==> src/rtl/conv1_frame_ctrl.sv <==
`default_nettype none
// ============================================================================
//  Module   : conv1_frame_ctrl
//  Purpose  : Frame sequencer for conv1: streams one image frame from SRAM into
//             the line buffer with sof/eof framing, then counts pool strobes.
//  Option   : CONV1_CTRL_STALL_EN adds stall_i to pause SRAM reads in STREAM.
//  Revision : 1.0 - initial release
// ============================================================================
module conv1_frame_ctrl #(
    parameter int DATA_WIDTH     = 32,
    parameter int IMG_NUM_WORDS  = 256,
    parameter int ADDR_WIDTH     = 8,
    parameter int POOL_VALID_CNT = 98,
    parameter int POOL_CNT_WIDTH = 7,
    parameter int DRAIN_TIMEOUT  = 1024,
    parameter int TMO_WIDTH      = 10
) (
    input  logic                      conv1_ctrl_clk,
    input  logic                      conv1_ctrl_rst_b,
    input  logic                      start_i,
`ifdef CONV1_CTRL_STALL_EN
    input  logic                      stall_i,
`endif
    output logic                      busy_o,
    output logic                      done_o,
    output logic                      err_timeout_o,
    output logic                      img_rd_en_o,
    output logic [ADDR_WIDTH-1:0]     img_rd_addr_o,
    input  logic [DATA_WIDTH-1:0]     img_rd_data_i,
    output logic                      conv1_data_valid_o,
    output logic [DATA_WIDTH-1:0]     conv1_lb_in_o,
    output logic                      sof_o,
    output logic                      eof_o,
    input  logic                      pool_valid_i,
    output logic [POOL_CNT_WIDTH-1:0] pool_cnt_o
);

    typedef enum logic [2:0] {
        S_IDLE   = 3'd0,
        S_STREAM = 3'd1,
        S_EOF    = 3'd2,
        S_DRAIN  = 3'd3,
        S_DONE   = 3'd4
    } state_t;

    localparam logic [ADDR_WIDTH-1:0]     LAST_ADDR = ADDR_WIDTH'(IMG_NUM_WORDS - 1);
    localparam logic [POOL_CNT_WIDTH-1:0] POOL_TGT  = POOL_CNT_WIDTH'(POOL_VALID_CNT);
    localparam logic [POOL_CNT_WIDTH-1:0] POOL_MAX  = '1;
    localparam logic [TMO_WIDTH-1:0]      TMO_LAST  = TMO_WIDTH'(DRAIN_TIMEOUT - 1);

    state_t                    state_q, state_d;
    logic [ADDR_WIDTH-1:0]     addr_q, addr_d;
    logic [POOL_CNT_WIDTH-1:0] pool_cnt_q, pool_cnt_d;
    logic [TMO_WIDTH-1:0]      tmo_q, tmo_d;
    logic                      err_q, err_d;

    // Read pipeline: issue -> SRAM data -> registered line-buffer word.
    logic                      rd_vld_q, rd_first_q, rd_last_q;
    logic                      vld_q, vld_last_q, sof_q, eof_q;
    logic [DATA_WIDTH-1:0]     lb_q;

    logic                      rd_issue;
    logic                      done;
    logic                      stall;

`ifdef CONV1_CTRL_STALL_EN
    assign stall = stall_i;
`else
    assign stall = 1'b0;
`endif

    always_comb begin
        state_d    = state_q;
        addr_d     = addr_q;
        pool_cnt_d = pool_cnt_q;
        tmo_d      = tmo_q;
        err_d      = err_q;
        rd_issue   = 1'b0;
        done       = 1'b0;

        if ((state_q == S_STREAM || state_q == S_EOF || state_q == S_DRAIN) &&
            pool_valid_i && (pool_cnt_q != POOL_MAX)) begin
            pool_cnt_d = pool_cnt_q + 1'b1;
        end

        case (state_q)
            S_IDLE: begin
                if (start_i) begin
                    state_d    = S_STREAM;
                    addr_d     = '0;
                    pool_cnt_d = '0;
                    tmo_d      = '0;
                    err_d      = 1'b0;
                end
            end
            S_STREAM: begin
                if (!stall) begin
                    rd_issue = 1'b1;
                    if (addr_q == LAST_ADDR) begin
                        state_d = S_EOF;
                    end else begin
                        addr_d = addr_q + 1'b1;
                    end
                end
            end
            S_EOF: begin
                if (eof_q) begin
                    state_d = S_DRAIN;
                end
            end
            S_DRAIN: begin
                // pool_cnt_d already includes this cycle's strobe.
                if (pool_cnt_d >= POOL_TGT) begin
                    state_d = S_DONE;
                end else if (tmo_q == TMO_LAST) begin
                    err_d   = 1'b1;
                    state_d = S_DONE;
                end else begin
                    tmo_d = tmo_q + 1'b1;
                end
            end
            S_DONE: begin
                done    = 1'b1;
                state_d = S_IDLE;
            end
            default: state_d = S_IDLE;
        endcase
    end

    always_ff @(posedge conv1_ctrl_clk or negedge conv1_ctrl_rst_b) begin
        if (!conv1_ctrl_rst_b) begin
            state_q    <= S_IDLE;
            addr_q     <= '0;
            pool_cnt_q <= '0;
            tmo_q      <= '0;
            err_q      <= 1'b0;
            rd_vld_q   <= 1'b0;
            rd_first_q <= 1'b0;
            rd_last_q  <= 1'b0;
            vld_q      <= 1'b0;
            vld_last_q <= 1'b0;
            sof_q      <= 1'b0;
            eof_q      <= 1'b0;
            lb_q       <= '0;
        end else begin
            state_q    <= state_d;
            addr_q     <= addr_d;
            pool_cnt_q <= pool_cnt_d;
            tmo_q      <= tmo_d;
            err_q      <= err_d;
            rd_vld_q   <= rd_issue;
            rd_first_q <= rd_issue && (addr_q == '0);
            rd_last_q  <= rd_issue && (addr_q == LAST_ADDR);
            vld_q      <= rd_vld_q;
            vld_last_q <= rd_last_q;
            sof_q      <= rd_first_q;
            eof_q      <= vld_last_q;
            if (rd_vld_q) begin
                lb_q <= img_rd_data_i;
            end
        end
    end

    assign busy_o             = (state_q == S_STREAM) || (state_q == S_EOF) ||
                                (state_q == S_DRAIN);
    assign done_o             = done;
    assign err_timeout_o      = err_q;
    assign img_rd_en_o        = rd_issue;
    assign img_rd_addr_o      = addr_q;
    assign conv1_data_valid_o = vld_q;
    assign conv1_lb_in_o      = lb_q;
    assign sof_o              = sof_q;
    assign eof_o              = eof_q;
    assign pool_cnt_o         = pool_cnt_q;

endmodule
`default_nettype wire
==> config.mk <==
export PLATFORM = sky130hd
export DESIGN_NAME = conv1_frame_ctrl
export DESIGN_NICKNAME = d
export VERILOG_FILES = /design/src/rtl/conv1_frame_ctrl.sv
export SDC_FILE = /design/constraint.sdc
export NUM_CORES = 1
export LEC_CHECK = 0
export CELL_PAD_IN_SITES_DETAIL_PLACEMENT = 0
export CELL_PAD_IN_SITES_GLOBAL_PLACEMENT = 1
export CORE_MARGIN = 4
export CORE_UTILIZATION = 49
export CTS_CLUSTER_DIAMETER = 30
export CTS_CLUSTER_SIZE = 16
export DETAILED_ROUTE_END_ITERATION = 12
export DONT_BUFFER_PORTS = 1
export MAX_ROUTING_LAYER = met4
export PLACE_DENSITY = 0.88
export SETUP_SLACK_MARGIN = 0.4
export SYNTH_ARGS = -nofsm -noshare
export SYNTH_HDL_FRONTEND = slang
export SYNTH_SLANG_ARGS = --single-unit
==> constraint.sdc <==
create_clock -name conv1_ctrl_clk -period 2.9 [get_ports conv1_ctrl_clk]
set_input_delay 0.435 -clock conv1_ctrl_clk [delete_from_list [all_inputs] [get_ports conv1_ctrl_clk]]
set_output_delay 0.435 -clock conv1_ctrl_clk [all_outputs]
set_load 0.02 [all_outputs]
; Word-level counts from Yosys, hierarchy flattened
; Cells that the tools add are included.
; W data, S select, Z words.
[totals]
latchBits = 0
mem_bits_ro = 0
reg_bits = 68
output_inout_bits = 54
ram_bits = 0
wordCells = 68
n_memories = 0
[classes]
bitwise_logic = 0
addsub = 3
n_mux = 22
reduce_logical = 14
order_cmp = 1
mul = 0
shift = 0
div_mod_pow = 0
n_eq_ne = 15
[ops]
columns = operator, count
row1 = $mux W10, 3
row2 = $mux W7, 3
row3 = $pmux W10 S2, 1
row4 = $mux W8, 2
row5 = $pmux W8 S2, 1
row6 = $mux W3, 5
row7 = $pmux W3 S4, 1
row8 = $reduce_and A4 Y1, 3
row9 = $add A10 B1 Y10 const B, 1
row10 = $eq A10 B10 Y1 const B, 1
row11 = $ne A2 B2 Y1 const B, 5
row12 = $add A8 B1 Y8 const B, 1
row13 = $eq A8 B8 Y1 const B, 1
row14 = $logic_not A8 Y1, 1
row15 = $add A7 B1 Y7 const B, 1
row16 = $ge A7 B7 Y1 const B, 1
row17 = $ne A7 B7 Y1 const B, 1
row18 = $eq A3 B2 Y1 const B, 2
row19 = $mux W1, 5
row20 = $logic_and A1 B1 Y1, 4
row21 = $ne A2 B1 Y1 const B, 2
row22 = $reduce_bool A2 Y1, 2
row23 = $eq A3 B1 Y1 const B, 1
row24 = $eq A3 B3 Y1 const B, 1
row25 = 5 further kinds, 6

; Depth between registers and ports, before layout
[logic_depth]
depth_word = 9
depth_mapped = 9
mapped_depth_nobuf = 8

; Worst setup path before layout
; Ideal clock, no wire load.
[synth_path]
path_type = reg-to-reg
from = register state_q[1]
to = register addr_q[5] (netlist: img_rd_addr_o[5])
path_buffers = 1
t_arrival_ns = 2.256
path_stages_with_launch = 8
required_time_ns = 2.822
setup_time_ns = 0.078
slack_ns = 0.567
synth_period_minus_slack_ns = 2.333
cell_sequence = dfrtp_1 -> buf_6 -> nor3_1 -> o21ai_1 -> nand2_1 -> nand4_1 -> or3_1 -> a21oi_1
[synth_via]
elab_chain_cells = 3
[synth_rtl]
columns = item, line
row1 = from (decl), 51  ; state_t state_q, state_d;
row2 = from (signal assigned), 146  ; state_q <= state_d;
row3 = $eq A3 B1 Y1 or $logic_not A3 Y1 (tied branches), 86  ; case (state_q)
row4 = $ne A2 B2 Y1 (no source line) or $reduce_bool A2 Y1 (tied branches), n/a
row5 = $reduce_and A3 Y1 (no source line), n/a
row6 = to (signal assigned), 147  ; addr_q <= addr_d;
row7 = to (decl), 52  ; logic [ADDR_WIDTH-1:0] addr_q, addr_d;
; Parallel ways exist; a longest one is shown, timed or not.
; A chain may end at the register's enable or synchronous reset.

; Final worst setup path
[layout_path]
from = register pool_cnt_q[1] (netlist: pool_cnt_o[1])
to = register tmo_q[8]
[layout_via]
elab_chain_cells = 6
[layout_rtl]
columns = item, line
row1 = from (decl), 53  ; logic [POOL_CNT_WIDTH-1:0] pool_cnt_q, pool_cnt_d;
row2 = from (signal assigned), 148  ; pool_cnt_q <= pool_cnt_d;
row3 = "parallel branches: the longest is 2 deep, another holds $add A7 B1 Y7", n/a
row4 = $mux W7 *, 81  ; if ((state_q == S_STREAM || state_q == S_EOF || state_q == S_DRAIN) &&
row5 = $ge A7 B7 Y1 *, 113  ; if (pool_cnt_d >= POOL_TGT) begin
row6 = $ne A2 B2 Y1 (no source line) *, n/a
row7 = $reduce_and A4 Y1 (no source line) *, n/a
row8 = to (signal assigned), 149  ; tmo_q <= tmo_d;
row9 = to (decl), 54  ; logic [TMO_WIDTH-1:0] tmo_q, tmo_d;
; Mark *: on every way between the ends.

==> impl_metrics.ini <==
[clock_tree]
clk_pin_slew_ps = 80
clockBufferDepth = 2
ctsRootBufferMaster = clkbuf_8
cts_htree_levels = 3
cts_tree = yes
cts.sinks = 68
worstSkewPairLatency_ps = 330
cts_inserted_buffers = 9

[placement]
gp_congestion = 0.869
placed_area_mm2 = 0.00314
dp.final_hpwl_um = 4210
portBuffers = 0
dp_cells = 329

[synthesis]
synth_area_mm2 = 0.00309
synth_edf_count = 0
synth_flop_cell = dfrtp_1
ys_types = 52
synth_area_per_cell_um2 = 11.9
syn_inst = 260
synthArstFlopShare_pct = 100
syn_nets = 300
synth_seq_area_share_pct = 55.0
ys_ff_latch = 68
synth_warnings = 0

[setup_path]
crit_end = tmo_q[8]
arrival_ps = 2590
rr_worst_depth = 9
end_kind = flop
crit_start = pool_cnt_o[1]
worstPathMaxFanout = 14
ff2ff_setup_slack_ps = 560
critPathKind = flop to flop
r2r-start = pool_cnt_o[1]
worstPathRequired_ps = 3150
start_kind = flop
rr_endpoint = tmo_q[8]

[floorplanning]
fp-row-count = 28
ios = 90
die_area_mm2 = 0.00765
die_x_um = 87.5
initial_core_util_pct = 51.3
die_h_um = 87.5
coreArea_mm2 = 0.00603

[power_and_ir_drop]
p_per_area_mw_per_mm2 = 1130
vdd_drop_max_mv = 0.741
p_leak_nw = 1.53

[grt]
grt_max_degree = 69
grt_use_total_pct = 16.6
grt_overflow_total = 0
antenna_found_initial = 0
busiest_layer = met2
grt_pass1_vias = 1942
grt_pass1_wl_um = 9540
grt_use_met1_pct = 19.5
use_met3_pct = 6.81
grt_use_met2_pct = 25.3

[timing]
setup_tns_ps = 0
timing.fmax_ghz = 0.426
finalCriticalPeriod_ps = 2340
fin_crit_sh_pct = 80.9
finalSetupViolations = 0
rsz0062_at_grt = no
slew_headroom_pct = 49.9
worst_pin_slew_ps = 750
hold_viol_final = 0
slew_violations = 0
fin_worst_skew_ps = 7.15

[status]
status = complete, no violations

[detailed_routing]
vias = 1946
vias_per_cell = 5.58
first_pass_iters = 5
wirelength_um = 5850
drt-wirelength-per-cell_um = 16.7
initialDrtViolationCount = 106
drc = 0
ant_nets = 0

[layout]
syn2layout_area_growth_pct = 9.59
drive_gt1_share_pct = 28.1
final_cell_area_mm2 = 0.00339
final_cells = 349
mostFrequentLayoutCells = dfrtp_1 (66), mux2_2 (32), nand2_1 (22)
final_common_cell = dfrtp_1
diodes = 0
final_nets = 309

[worst_hold_path]
min_path_type = input port to flop
worstHoldStart = img_rd_data_i[6]

[run]
max-cap-violations = 0
cell type report:
| class | instances | area (µm²) |
|---|---|---|
| clock inverters | 6 | 40.0 |
| repair buffers | 9 | 103 |
| inverters | 9 | 33.8 |
| fillers | 500 | 2640 |
| clock buffers | 10 | 138 |
| flip-flops and latches | 68 | 1700 |
| multi-input cells | 172 | 1280 |
| well taps | 75 | 93.8 |
worst min-delay path by stage:
stage,end,slack (ps),cells past startpoint
after floorplan,conv1_data_valid_o,140,0
after detailed placement,conv1_lb_in_o[4],140,0
final,conv1_lb_in_o[6],250,1
after CTS,conv1_lb_in_o[6],240,1
after global routing,conv1_lb_in_o[17],230,1
after global placement,conv1_lb_in_o[2],140,0
cell usage after synthesis (all sizes together) (2+ instances only):
cell type / n / area share [%]
or3: 2 / 0.40
nand4: 5 / 1.0
nand2b: 2 / 0.40
o21ai: 9 / 1.5
and3: 8 / 1.8
xnor2: 6 / 1.7
dfrtp: 68 / 55
a21oi: 7 / 1.5
inv: 9 / 1.1
nand3: 5 / 0.81
nor4b: 2 / 0.57
clkbuf: 3 / 0.69
and2: 3 / 0.69
xor2: 3 / 0.85
mux2: 32 / 12
buf: 8 / 2.1
nor3: 5 / 0.81
and4: 3 / 0.89
or2: 2 / 0.40
nand2: 25 / 3.3
ha: 4 / 1.6
nor2: 21 / 2.5
mux2i: 8 / 2.6
nor3b: 2 / 0.49
stage by stage:
stage | utilization (%) | hold slack, ps | worst slack [ps] | total power [mW]
after floorplan | - | 139 | 567 | 2.88
after global placement | 52.2 | 141 | 455 | 3.05
after detailed placement | 52.2 | 141 | 393 | 3.09
after CTS | 56.2 | 236 | 473 | 3.86
after global routing | 56.3 | 227 | 417 | 4.10
final | 56.3 | 248 | 555 | 3.83
power by group:
| part | internal [mW] | total (mW) | switching (mW) |
|---|---|---|---|
| clock | 0.332 | 0.684 | 0.352 |
| sequential | 1.31 | 2.05 | 0.738 |
| combinational | 0.581 | 1.10 | 0.519 |
critical path, stage by stage, from the launching register on:
cell and delay, ps:
dfrtp_2 500, ha_1 280, and4_1 220, and4_2 240, o32ai_1 120, nand4_1 210
a21oi_4 230, buf_12 160, nand4_1 110, mux2i_1 190
cells by family (layout without fill, tap and decap cells):
| family | Yosys count | count (layout) | synth area share, % |
|---|---|---|---|
| flops | 68 | 68 | 55.0 |
| xor+xnor | 9 | 9 | 2.55 |
| compound gates | 29 | 29 | 7.32 |
| buf+inv | 20 | 34 | 3.88 |
| fa+ha+maj | 4 | 4 | 1.62 |
| simple gates | 90 | 90 | 15.4 |
| mux | 40 | 40 | 14.2 |
flip-flops by register name, indices dropped and copies added, names as in the netlist:
| register | count |
|---|---|
| vld_last_q | 1 |
| rd_first_q | 1 |
| pool_cnt_o | 7 |
| eof_o | 1 |
| conv1_lb_in_o | 32 |
| tmo_q | 10 |
| rd_vld_q | 1 |
| img_rd_addr_o | 8 |
| sof_o | 1 |
| rd_last_q | 1 |
| err_timeout_o | 1 |
| conv1_data_valid_o | 1 |
| state_q | 3 |
metal layers:
| layer | vias up | share of wire (%) |
|---|---|---|
| met5 | - | 0 |
| met4 | 0 | 0.87 |
| met3 | 7 | 11 |
| met2 | 84 | 47 |
| met1 | 924 | 40 |
| li1 | 931 | - |
repair_timing:
| item | 4_1_cts | 5_1_grt |
|---|---|---|
| hold endpoints to repair | 68 | 0 |
| pin swaps | 1 | 0 |
| resized for setup | 0 | 2 |
| endpoints found under the setup margin | 3 | 3 |
| buffers inserted | 2 | 0 |
| hold buffers | 2 | 0 |
| gates cloned | 0 | 0 |
No activity file was read; power rests on OpenSTA's default activity.
